[src/rtl/freq_meter_pkg.sv]
// Shared types and default sizing for the frequency meter.
// Imported by the synchronizer and the gate-window controller.
package freq_meter_pkg;

    typedef enum logic {
        IDLE,
        GATE
    } state_t;

    localparam int DEF_GATE_CYCLES = 1000;
    localparam int DEF_CNT_W       = 16;
    localparam int DEF_SYNC_STAGES = 2;

endpackage

[src/rtl/sync_edge_det.sv]
// Multi-flop synchronizer for an asynchronous level plus a
// single-cycle rising-edge pulse in the clk domain.
module sync_edge_det
    import freq_meter_pkg::*;
#(
    parameter int SYNC_STAGES = DEF_SYNC_STAGES
) (
    input  logic clk,
    input  logic reset,
    input  logic d,
    output logic rise
);

    logic [SYNC_STAGES-1:0] sync_q;
    logic                   prev_q;
    logic [SYNC_STAGES:0]   fill_q;

    // fill_q masks rise until the chain holds only post-reset samples,
    // so a level already high at reset release is not seen as an edge
    always_ff @(posedge clk) begin
        if (reset) begin
            sync_q <= '0;
            prev_q <= 1'b0;
            fill_q <= '0;
        end else begin
            sync_q <= {sync_q[SYNC_STAGES-2:0], d};
            prev_q <= sync_q[SYNC_STAGES-1];
            fill_q <= {fill_q[SYNC_STAGES-1:0], 1'b1};
        end
    end

    assign rise = sync_q[SYNC_STAGES-1] & ~prev_q & fill_q[SYNC_STAGES];

endmodule

[src/rtl/freq_meter.sv]
// Counts synchronized rising edges of sig_in over a fixed gate window
// and publishes the result with a one-cycle valid strobe.
module freq_meter
    import freq_meter_pkg::*;
#(
    parameter int GATE_CYCLES = DEF_GATE_CYCLES,
    parameter int CNT_W       = DEF_CNT_W,
    parameter int SYNC_STAGES = DEF_SYNC_STAGES
) (
    input  logic             clk,
    input  logic             reset,
    input  logic             sig_in,
    input  logic             en,
    output logic [CNT_W-1:0] count,
    output logic             count_valid,
    output logic             overflow,
    output logic             busy
);

    localparam int GW = $clog2(GATE_CYCLES);
    localparam logic [GW-1:0] LAST = GW'(GATE_CYCLES - 1);
    localparam logic [CNT_W-1:0] CMAX = '1;

    state_t           state_q;
    state_t           state_d;
    logic [GW-1:0]    gate_q;
    logic [CNT_W-1:0] edge_q;
    logic [CNT_W-1:0] edge_nx;
    logic             sat_q;
    logic             sat_nx;
    logic             rise;
    logic             last;
    logic             done;
    logic             counting;

    sync_edge_det #(
        .SYNC_STAGES(SYNC_STAGES)
    ) u_sync (
        .clk  (clk),
        .reset(reset),
        .d    (sig_in),
        .rise (rise)
    );

    always_comb begin
        state_d  = IDLE;
        edge_nx  = edge_q;
        sat_nx   = sat_q;
        busy     = (state_q == GATE);
        last     = (gate_q == LAST);
        done     = busy && last;
        counting = busy && !last && en;

        if (rise) begin
            if (edge_q == CMAX) begin
                sat_nx = 1'b1;
            end else begin
                edge_nx = edge_q + 1'b1;
            end
        end

        // A terminal cycle always completes; en only decides restart vs idle
        unique case (state_q)
            IDLE: state_d = en ? GATE : IDLE;
            GATE: state_d = en ? GATE : IDLE;
            default: state_d = IDLE;
        endcase
    end

    always_ff @(posedge clk) begin
        if (reset) begin
            state_q     <= IDLE;
            gate_q      <= '0;
            edge_q      <= '0;
            sat_q       <= 1'b0;
            count       <= '0;
            count_valid <= 1'b0;
            overflow    <= 1'b0;
        end else begin
            state_q     <= state_d;
            count_valid <= done;
            if (done) begin
                count    <= edge_nx;
                overflow <= sat_nx;
            end
            if (counting) begin
                gate_q <= gate_q + 1'b1;
                edge_q <= edge_nx;
                sat_q  <= sat_nx;
            end else begin
                gate_q <= '0;
                edge_q <= '0;
                sat_q  <= 1'b0;
            end
        end
    end

endmodule

[config.mk]
export PLATFORM = sky130hd
export DESIGN_NAME = freq_meter
export DESIGN_NICKNAME = d
export VERILOG_FILES = /design/src/rtl/freq_meter_pkg.sv /design/src/rtl/sync_edge_det.sv /design/src/rtl/freq_meter.sv
export SDC_FILE = /design/constraint.sdc
export NUM_CORES = 1
export LEC_CHECK = 0
export ABC_AREA = 1
export CORE_MARGIN = 1
export CORE_UTILIZATION = 52
export DETAILED_ROUTE_END_ITERATION = 10
export GPL_ROUTABILITY_DRIVEN = 0
export GPL_TIMING_DRIVEN = 0
export PLACE_DENSITY_LB_ADDON = 0.05
export SLEW_MARGIN = 10
export SYNTH_ARGS = -nofsm -noshare
export SYNTH_HDL_FRONTEND = slang
export SYNTH_SLANG_ARGS = --single-unit
[constraint.sdc]
create_clock -name clk -period 4.2 [get_ports clk]
set_clock_uncertainty 0.1 [all_clocks]
set_input_delay 0.84 -clock clk [delete_from_list [all_inputs] [get_ports clk]]
set_output_delay 0.84 -clock clk [all_outputs]
set_load 0.05 [all_outputs]
# Yosys cells after proc, flatten, opt, wreduce, memory -nomap -nowiden
# Index checks and enable logic that the tools add are counted.
op_classes:
  add_sub_neg: 2
  n_mul: 0
  div_mod_pow: 0
  magnitude_cmp: 0
  n_eq_ne: 2
  shifts: 0
  mux: 6
  n_bitwise: 4
  reduce_logical: 5
op_table:
  columns: ["op", "count"]
  rows:
  - ["16-bit 2-to-1 mux", 2]
  - ["16-bit by 1-bit adder with 16-bit output, second input constant", 1]
  - ["16-bit equality test, second input constant", 1]
  - ["10-bit by 1-bit adder with 10-bit output, second input constant", 1]
  - ["10-bit equality test, second input constant", 1]
  - ["1-bit 2-to-1 mux", 4]
  - ["1-bit logical AND", 3]
  - ["1-bit bitwise AND", 2]
  - ["1-bit NOT", 2]
  - ["2-bit OR reduction", 1]
  - ["1-bit logical NOT", 1]
word_totals:
  register_bits: 52
  latchBits: 0
  ramBits: 0
  mem_bits_ro: 0
  in_bits: 4
  word_cells: 30
  memories: 0

# Depth between registers and ports, before layout
# Gate-level depths: netlist of run 1.
logic_depth:
  depth_word: 6
  depth_mapped: 11

# Cells and area by module
# Synthesis of run 1 repeated with hierarchy kept, for this count alone.
unflattened:
  cells_unflattened: 320
  area_unflattened_um2: 2343.5
by_module_without_submodules:
  columns: ["mod", "n_inst", "cells_each", "area_each_um2", "seq_area_each_um2"]
  rows:
  - ["freq_meter", 1, 301, 2174.6, 920.9]
  - ["sync_edge_det", 1, 19, 168.9, 120.1]

# Worst setup path before layout of run 1
# No wires, ideal clock.
synth_path:
  kind: "input port to flip-flop"
  startpoint: "input port reset"
  endpoint: "register edge_q[15]"
  setup_ns: 0.074
  arrival_ns: 1.587
  required_time_ns: 4.026
  setup_slack_ns: 2.439
  stages: 5
  n_path_buf: 2
  cell_sequence: "buf_2 > nor2_1 > nand3_1 > buf_2 > a31oi_1"
synth_via:
  elab_chain_len: 1
synth_rtl:
  columns: ["element", "line_no", "rtl"]
  rows:
  - ["start: declaration", "freq_meter.sv:11", "input logic reset,"]
  - ["2-bit OR reduction (no source line)", null, null]
  - ["end signal: assignment", "freq_meter.sv:88", "edge_q <= edge_nx;"]
  - ["end: declaration", "freq_meter.sv:27", "logic [CNT_W-1:0] edge_q;"]
# No other way between the ends.
# A chain may end at the register's enable or synchronous reset.

# Final worst setup path of run 1
layout_path:
  startpoint: "register state_q (netlist: busy)"
  endpoint: "output port busy"
layout_lines:
  columns: ["element", "line_no", "rtl"]
  rows:
  - ["start: declaration", "freq_meter.sv:24", "state_t state_q;"]
  - ["start signal: assignment", "freq_meter.sv:80", "state_q <= state_d;"]
  - ["end: declaration", "freq_meter.sv:17", "output logic busy"]
# No word-level cell between the ends.

==> out/metrics.csv, run 1 <==
metric,value,unit
Hold Buf Count CTS,0,
Mapped Cells,316,
P_leak,1.11,nW
# port buffers,21,
Synth area leader,dfxtp_1,
critical path's slowest cell,clkdlybuf4s50_1,
critical path class,reg -> out,
max-cap violation count,0,
"Hold Violations, Final",0,
Post-CTS Setup Inserts,0,
setup total negative slack,0,ps
RSZ-0062 raised after global routing,no,
# diodes,0,
VDD IR-drop max,0.217,mV
Die Wd,68.6,um
post-synthesis sequential element count,52,
HPWL after DPL,3.43,mm
count of cell types in the netlist,29,
# setup viols final,0,
share of cells above drive strength 1,8.41,%
Synth Net Count,322,
Reg power frac,61.6,%
Hold Slack,312,ps
status,"complete, no violations",
"commonest non-fill, non-tap cell in the layout",nand2_1,
CP endpoint kind,output port,
share of the yosys chip area belonging to registers,45.1,%
Startpoint Class,flop,
"Reg clk slew, reported paths",100,ps
clock root buffer,clkbuf_8,
Crit path max-delay family,buffers and inverters,
Crit. path cell count,1,
HP Class,reg -> reg,
crit path cell chain,clkdlybuf4s50_1,
cts bufs inserted,5,
minimum clock period,2440,ps
vias per cell,4.99,
NetSw,185,uW
Internal Power,623,uW
# resized after CTS,0,
Worst EP arrival,1500,ps
WL/cell,11.8,um
PwrDens,302,nW/um2
vias in the first global route,1759,
WL final,4.68,mm
Worst Hold Path Cells,2,
top area cells in the synthesized netlist,"dfxtp_1 45%, nand2_1 11%, inv_1 7.3%",
first-pass GRT wire length,7.87,mm
logic gate share of total power,2.0,%
Core Box Area,4120,um2
post-layout util,65.0,%
final period utilization,58.1,%
Die Span Y,68.6,um
total track usage,22.8,%
slew margin rel.,66.3,%
DR vias,1972,
clock sink total,52,
boundary pin count,23,
initial DRC count,145,
Critical Path RT,3260,ps
"Largest stage delay, worst path",810,ps
Syn Area/Cell,7.30,um2
synth-to-layout area growth,15.9,%
Yosys top cell area share,45.1,%
clk_lat worst skew,310,ps
highest-count cells in the layout ignoring fill and taps,"67 x nand2_1, 52 x dfxtp_1, 45 x inv_1",
Tightest Pin Transition,504,ps
buffer and inverter count on the worst path,1,
initial antenna violation count,0,
largest net degree at the start of global routing,19,
Achievable Freq,0.410,GHz
initial core utilization,56.1,%
First-pass DRT Iterations,4,
Die Area,4710,um2
final slew viol count,0,
mapped cell area,2310,um2
Yosys Warn Count,0,
# rows,23,
Switching Share,22.9,%
DRT antenna net count,0,
Crit Path Max Fanout,3,
grt ovf,0,
final net count,350,
Clk pwr share,36.3,%
R2R cell count,10,
clock buffer depth,2,
H-Tree Depth,2,
Residual DRC,0,
CTS tree,built,
-- Yosys cell counts (all sizes together) --
cell    number
nand4        4
o211ai       1
ha           2
a31oi        1
nor3         3
clkinv       1
o21a        10
xor2         1
nand3b       6
clkbuf       1
dfxtp       52
inv         46
buf          6
o21ai       18
a21oi       20
nand2       70
nor2        48
nand3       26
-- power groups by stage --
stage               sequential (mW)  clock [mW]  combinational (mW)
finish                        0.498       0.294              0.0165
detailed placement            0.509           0              0.0166
global route                  0.499       0.319              0.0184
CTS                           0.498       0.302              0.0167
floorplan                     0.511           0             0.00842
global placement              0.509           0              0.0166
-- worst paths after layout --
check,from,endpoint,slack (ps)
worst min-delay path,u_sync.fill_q[1]$_SDFF_PP0_,u_sync.fill_q[2]$_SDFF_PP0_,310
worst max-delay path,busy$_SDFF_PP0_,busy,1760
worst max register to register,edge_q[1]$_SDFF_PP0_,count[12]$_SDFFE_PP0P_,2440
worst min register to register,u_sync.fill_q[1]$_SDFF_PP0_,u_sync.fill_q[2]$_SDFF_PP0_,310
-- through the flow --
step	setup slack, ps	power, mW	instance area [um2]	instances
2_1_floorplan	2440	0.519	2310	316
3_3_place_gp	1960	0.526	2580	387
3_5_place_dp	1930	0.526	2580	387
4_1_cts	1740	0.817	2680	395
5_1_grt	1700	0.836	2680	395
6_report	1760	0.808	2680	395
-- registers in the layout (all words and copies together), names as in the netlist --
register,cells
count,16
edge_q,16
gate_q,10
u_sync.fill_q,3
u_sync.sync_q,2
busy,1
count_valid,1
overflow,1
sat_q,1
u_sync.prev_q,1
-- final cells by class --
cell class | count | area, um2
plain buffers | 7 | 41.3
clock buffers | 5 | 68.8
clock inverters | 3 | 26.3
fillers | 376 | 1440
inverters | 47 | 176
multi-input cells | 210 | 1050
flip-flops and latches | 52 | 1040
well taps | 50 | 62.6
repair buffers | 21 | 210
-- kinds of logic (layout without fill, tap and decap cells) --
logic type                 after synthesis  after routing  share of synthesized area (%)
AOI/OAI and AO/OA                       50             50                           12.1
xor gates and xnor gates                 1              1                          0.380
adders and majority gates                2              2                           1.08
buffers and inverters                   54             83                           9.44
DFF                                     52             52                           45.1
and+or+nand+nor                        157            157                           31.9
-- routing by layer --
metal  vias up  wire length [um]  global-route usage (%)
met2        34              2050                    34.7
met4         0                62                    7.55
li1       1058                 -                       -
met3         6               164                    5.26
met5         -                 0                       0
met1       874              2400                    31.5
-- worst register-to-register path: cells and delay by family (launching register included) --
kind,cells,cell delay (ps)
buffers and inverters,2,90
adders and majority gates,1,220
and+or+nand+nor,6,660
DFF,1,370
AOI/OAI and AO/OA,1,210
Note: power is estimated with default switching activity, not from simulation.
==> run 2, diff against run 1 <==
==> constraint.sdc (replaced) <==
create_clock -name clk -period 2.4 [get_ports clk]
set_clock_uncertainty 0.1 [all_clocks]
set_input_delay 0.48 -clock clk [delete_from_list [all_inputs] [get_ports clk]]
set_output_delay 0.48 -clock clk [all_outputs]
set_load 0.05 [all_outputs]
==> results of run 2 <==
The final DEF is identical to that of run 1. Status: complete, no violations.
Among the figures that moved: setup slack after placement 1930 ps -> 489 ps; setup slack after layout 1760 ps -> 320 ps; register-to-register setup slack 2440 ps -> 640 ps; total power 0.808 mW -> 1.41 mW; worst IR drop on VDD 0.217 mV -> 0.380 mV
==> run 3, diff against run 2 <==
--- a/config.mk
+++ b/config.mk
@@ -5,7 +5,7 @@
 export SDC_FILE = /design/constraint.sdc
 export NUM_CORES = 1
 export LEC_CHECK = 0
-export ABC_AREA = 1
+export ABC_CLOCK_PERIOD_IN_PS = 2400
 export CORE_MARGIN = 1
 export CORE_UTILIZATION = 52
 export DETAILED_ROUTE_END_ITERATION = 10
==> out/metrics.csv, run 3 <==
metric,value,unit,change
CTS tree,built,,
HP Class,reg -> reg,,
Synth area leader,dfxtp_1,,
Yosys top cell area share,48.1,%,+2.9 points
Critical Path RT,2480,ps,
crit path from,gate_q[0]$_SDFF_PP0_,,
# diodes,0,,unchanged
mux cell area share after synthesis,0,%,unchanged
share of the yosys chip area belonging to registers,48.1,%,+2.9 points
worst r2r src,gate_q[0]$_SDFF_PP0_,,
post-synthesis sequential element count,52,,unchanged
Worst EP arrival,2240,ps,+740 ps
max-cap violation count,0,,unchanged
vias per cell,5.88,,+18%
PwrDens,545,nW/um2,
Post-CTS Setup Inserts,0,,unchanged
CP endpoint kind,flop,,
share of cells above drive strength 1,5.15,%,-3.3 points
final net count,277,,-21%
"EDFF count, synth",0,,unchanged
FF+latch area,1040,um2,unchanged
total track usage,24.2,%,+1.4 points
ys async rst share,0,%,unchanged
HPWL after DPL,3.40,mm,-0.97%
grt ovf,0,,unchanged
synth-to-layout area growth,18.8,%,
FILL cells,345,,-8.2%
Synth Area in Adders,1.16,%,+0.071 points
status,"complete, no violations",,
# setup viols final,0,,unchanged
first-pass GRT wire length,7.98,mm,+1.5%
Switching Share,20.8,%,
Residual DRC,0,,unchanged
most frequent cell after synthesis,dfxtp_1,,
H-Tree Depth,2,,unchanged
multi-input logic area,1090,um2,+3.6%
Mapped Cells,242,,-23%
Hold Slack,341,ps,+28.7 ps
highest-count cells in the layout ignoring fill and taps,"52 x dfxtp_1, 22 x clkdlybuf4s50_1, 20 x nor2_1",,
Synth Flop Type,dfxtp_1,,
largest family of logic cells by synthesized area,simple AND/OR/NAND/NOR gates,,
NetSw,292,uW,
critical path class,reg -> reg,,
slew margin rel.,60.3,%,-5.9 points
"Reg clk slew, reported paths",90,ps,about the same
Die Wd,66.5,um,-3.0%
final period utilization,89.8,%,
post-synthesis xor/xnor area fraction,3.24,%,+2.9 points
final slew viol count,0,,unchanged
clock root buffer,clkbuf_8,,
Setup WS post-layout,244,ps,
logic gate share of total power,2.2,%,+0.2 points
# port buffers,22,,+4.8%
Synth Area in Simple Gates,26.0,%,-5.9 points
Crit Path Max Fanout,10,,+7
clock buffer depth,2,,unchanged
DR vias,1894,,-4.0%
RSZ-0062 raised after global routing,no,,
initial antenna violation count,0,,unchanged
largest net degree at the start of global routing,16,,-3
Die Span Y,66.5,um,-3.0%
vias in the first global route,1728,,-1.8%
Hold Crit Start,u_sync.fill_q[1]$_SDFF_PP0_,,
DRT antenna net count,0,,unchanged
Yosys Warn Count,0,,unchanged
setup total negative slack,0,ps,unchanged
Achievable Freq,0.464,GHz,
Non-Filler Instances,322,,-18%
"Largest stage delay, worst path",480,ps,-330 ps
Reg power frac,62.2,%,+0.6 points
"commonest non-fill, non-tap cell in the layout",dfxtp_1,,
# rows,23,,unchanged
VDD IR-drop max,0.359,mV,
minimum clock period,2160,ps,
Regs by FF count,"count (16), edge_q (16), gate_q (10)",,
boundary pin count,23,,unchanged
"Hold Violations, Final",0,,unchanged
total chip power,1.40,mW,
clk_lat worst skew,300,ps,about the same
count of cell types in the netlist,37,,+28%
Syn Area/Cell,8.95,um2,+23%
cts bufs inserted,5,,unchanged
First-pass DRT Iterations,4,,unchanged
clock sink total,52,,unchanged
WL final,4.83,mm,+3.3%
initial DRC count,128,,-12%
Startpoint Class,flop,,
top area cells in the synthesized netlist,"dfxtp_1 48%, a31oi_1 3.8%, a21oi_1 3.5%",,
crit path cell chain,ha_1 > and4b_1 > inv_1 > o311ai_4 > clkbuf_1 > nor2_1,,
placed cell count,314,,-19%
Die Area,4430,um2,-6.0%
Synth Net Count,248,,-23%
top post-synthesis cells by count,"52 x dfxtp_1, 20 x nor2_1, 15 x a21oi_1, 15 x nand2_1, 15 x o21ai_0",,
P_leak,0.832,nW,-25%
Core Box Area,4000,um2,-2.8%
initial core utilization,54.1,%,-1.9 points
Tightest Pin Transition,595,ps,+90.7 ps
Internal Power,1.11,mW,
Synth Area in Compound Gates,18.3,%,+6.2 points
Clk pwr share,35.7,%,-0.6 points
WL/cell,15.0,um,+27%
mapped cell area,2170,um2,-6.1%
dpl ws,-16.2,ps,
critical path's slowest cell,clkbuf_1,,
run 3: per-layer routing:
metal,part of all wire [%],up-vias,GRT usage (%)
met5,0,-,0
li1,-,967,-
met4,1.4,0,7.98
met1,49,871,32.2
met3,5.5,7,4.62
met2,44,49,39.0
run 3: metrics by stage:
stage	util, %	cell area [um2]
2_1_floorplan	-	2170
3_3_place_gp	61.2	2450
3_5_place_dp	61.2	2450
4_1_cts	63.7	2550
5_1_grt	64.3	2570
6_report	64.3	2570
run 3: layout make-up:
class,instances,share of cell area [%]
flip-flops and latches,52,40.5
clock buffers,6,3.21
well taps,50,2.43
repair buffers,22,8.56
multi-input cells,172,42.2
clock inverters,2,0.389
plain buffers,13,1.99
inverters,5,0.730
run 3: path summary, 6_finish.rpt:
kind                                                     to  slack [ps]  cells after the start
worst max-delay path                   gate_q[2]$_SDFF_PP0_         240                      6
worst min-delay path            u_sync.fill_q[2]$_SDFF_PP0_         340                      1
worst max register to register         gate_q[2]$_SDFF_PP0_         240                      6
worst min register to register  u_sync.fill_q[2]$_SDFF_PP0_         340                      1
run 3: cells by family (layout without fill, tap and decap cells):
group           after synthesis  after routing
simple gates                100            100
compound gates               62             62
flops                        52             52
buf+inv                      18             48
xor+xnor                      8              8
fa+ha+maj                     2              2
run 3: power groups by stage:
stage	combinational (mW)	clock (mW)	sequential, mW
2_1_floorplan	0.0128	0	0.893
3_3_place_gp	0.0298	0	0.891
3_5_place_dp	0.0296	0	0.891
4_1_cts	0.0296	0.512	0.871
5_1_grt	0.0326	0.541	0.872
6_report	0.0303	0.500	0.871
run 3: repair_timing:
item / 4_1_cts / 5_1_grt
hold buffers: 0 / 0
gates resized for setup: 1 / 3
setup endpoints to repair: 2 / 26
run 3: worst max-delay path, delay by kind of cell, from the launching register on:
| kind | cells | cell delay [ps] |
|---|---|---|
| flip-flops | 1 | 360 |
| buffers and inverters | 2 | 560 |
| AND/OR/NAND/NOR | 2 | 360 |
| adder cells (fa/ha/maj) | 1 | 220 |
| AO/OA/AOI/OAI | 1 | 430 |
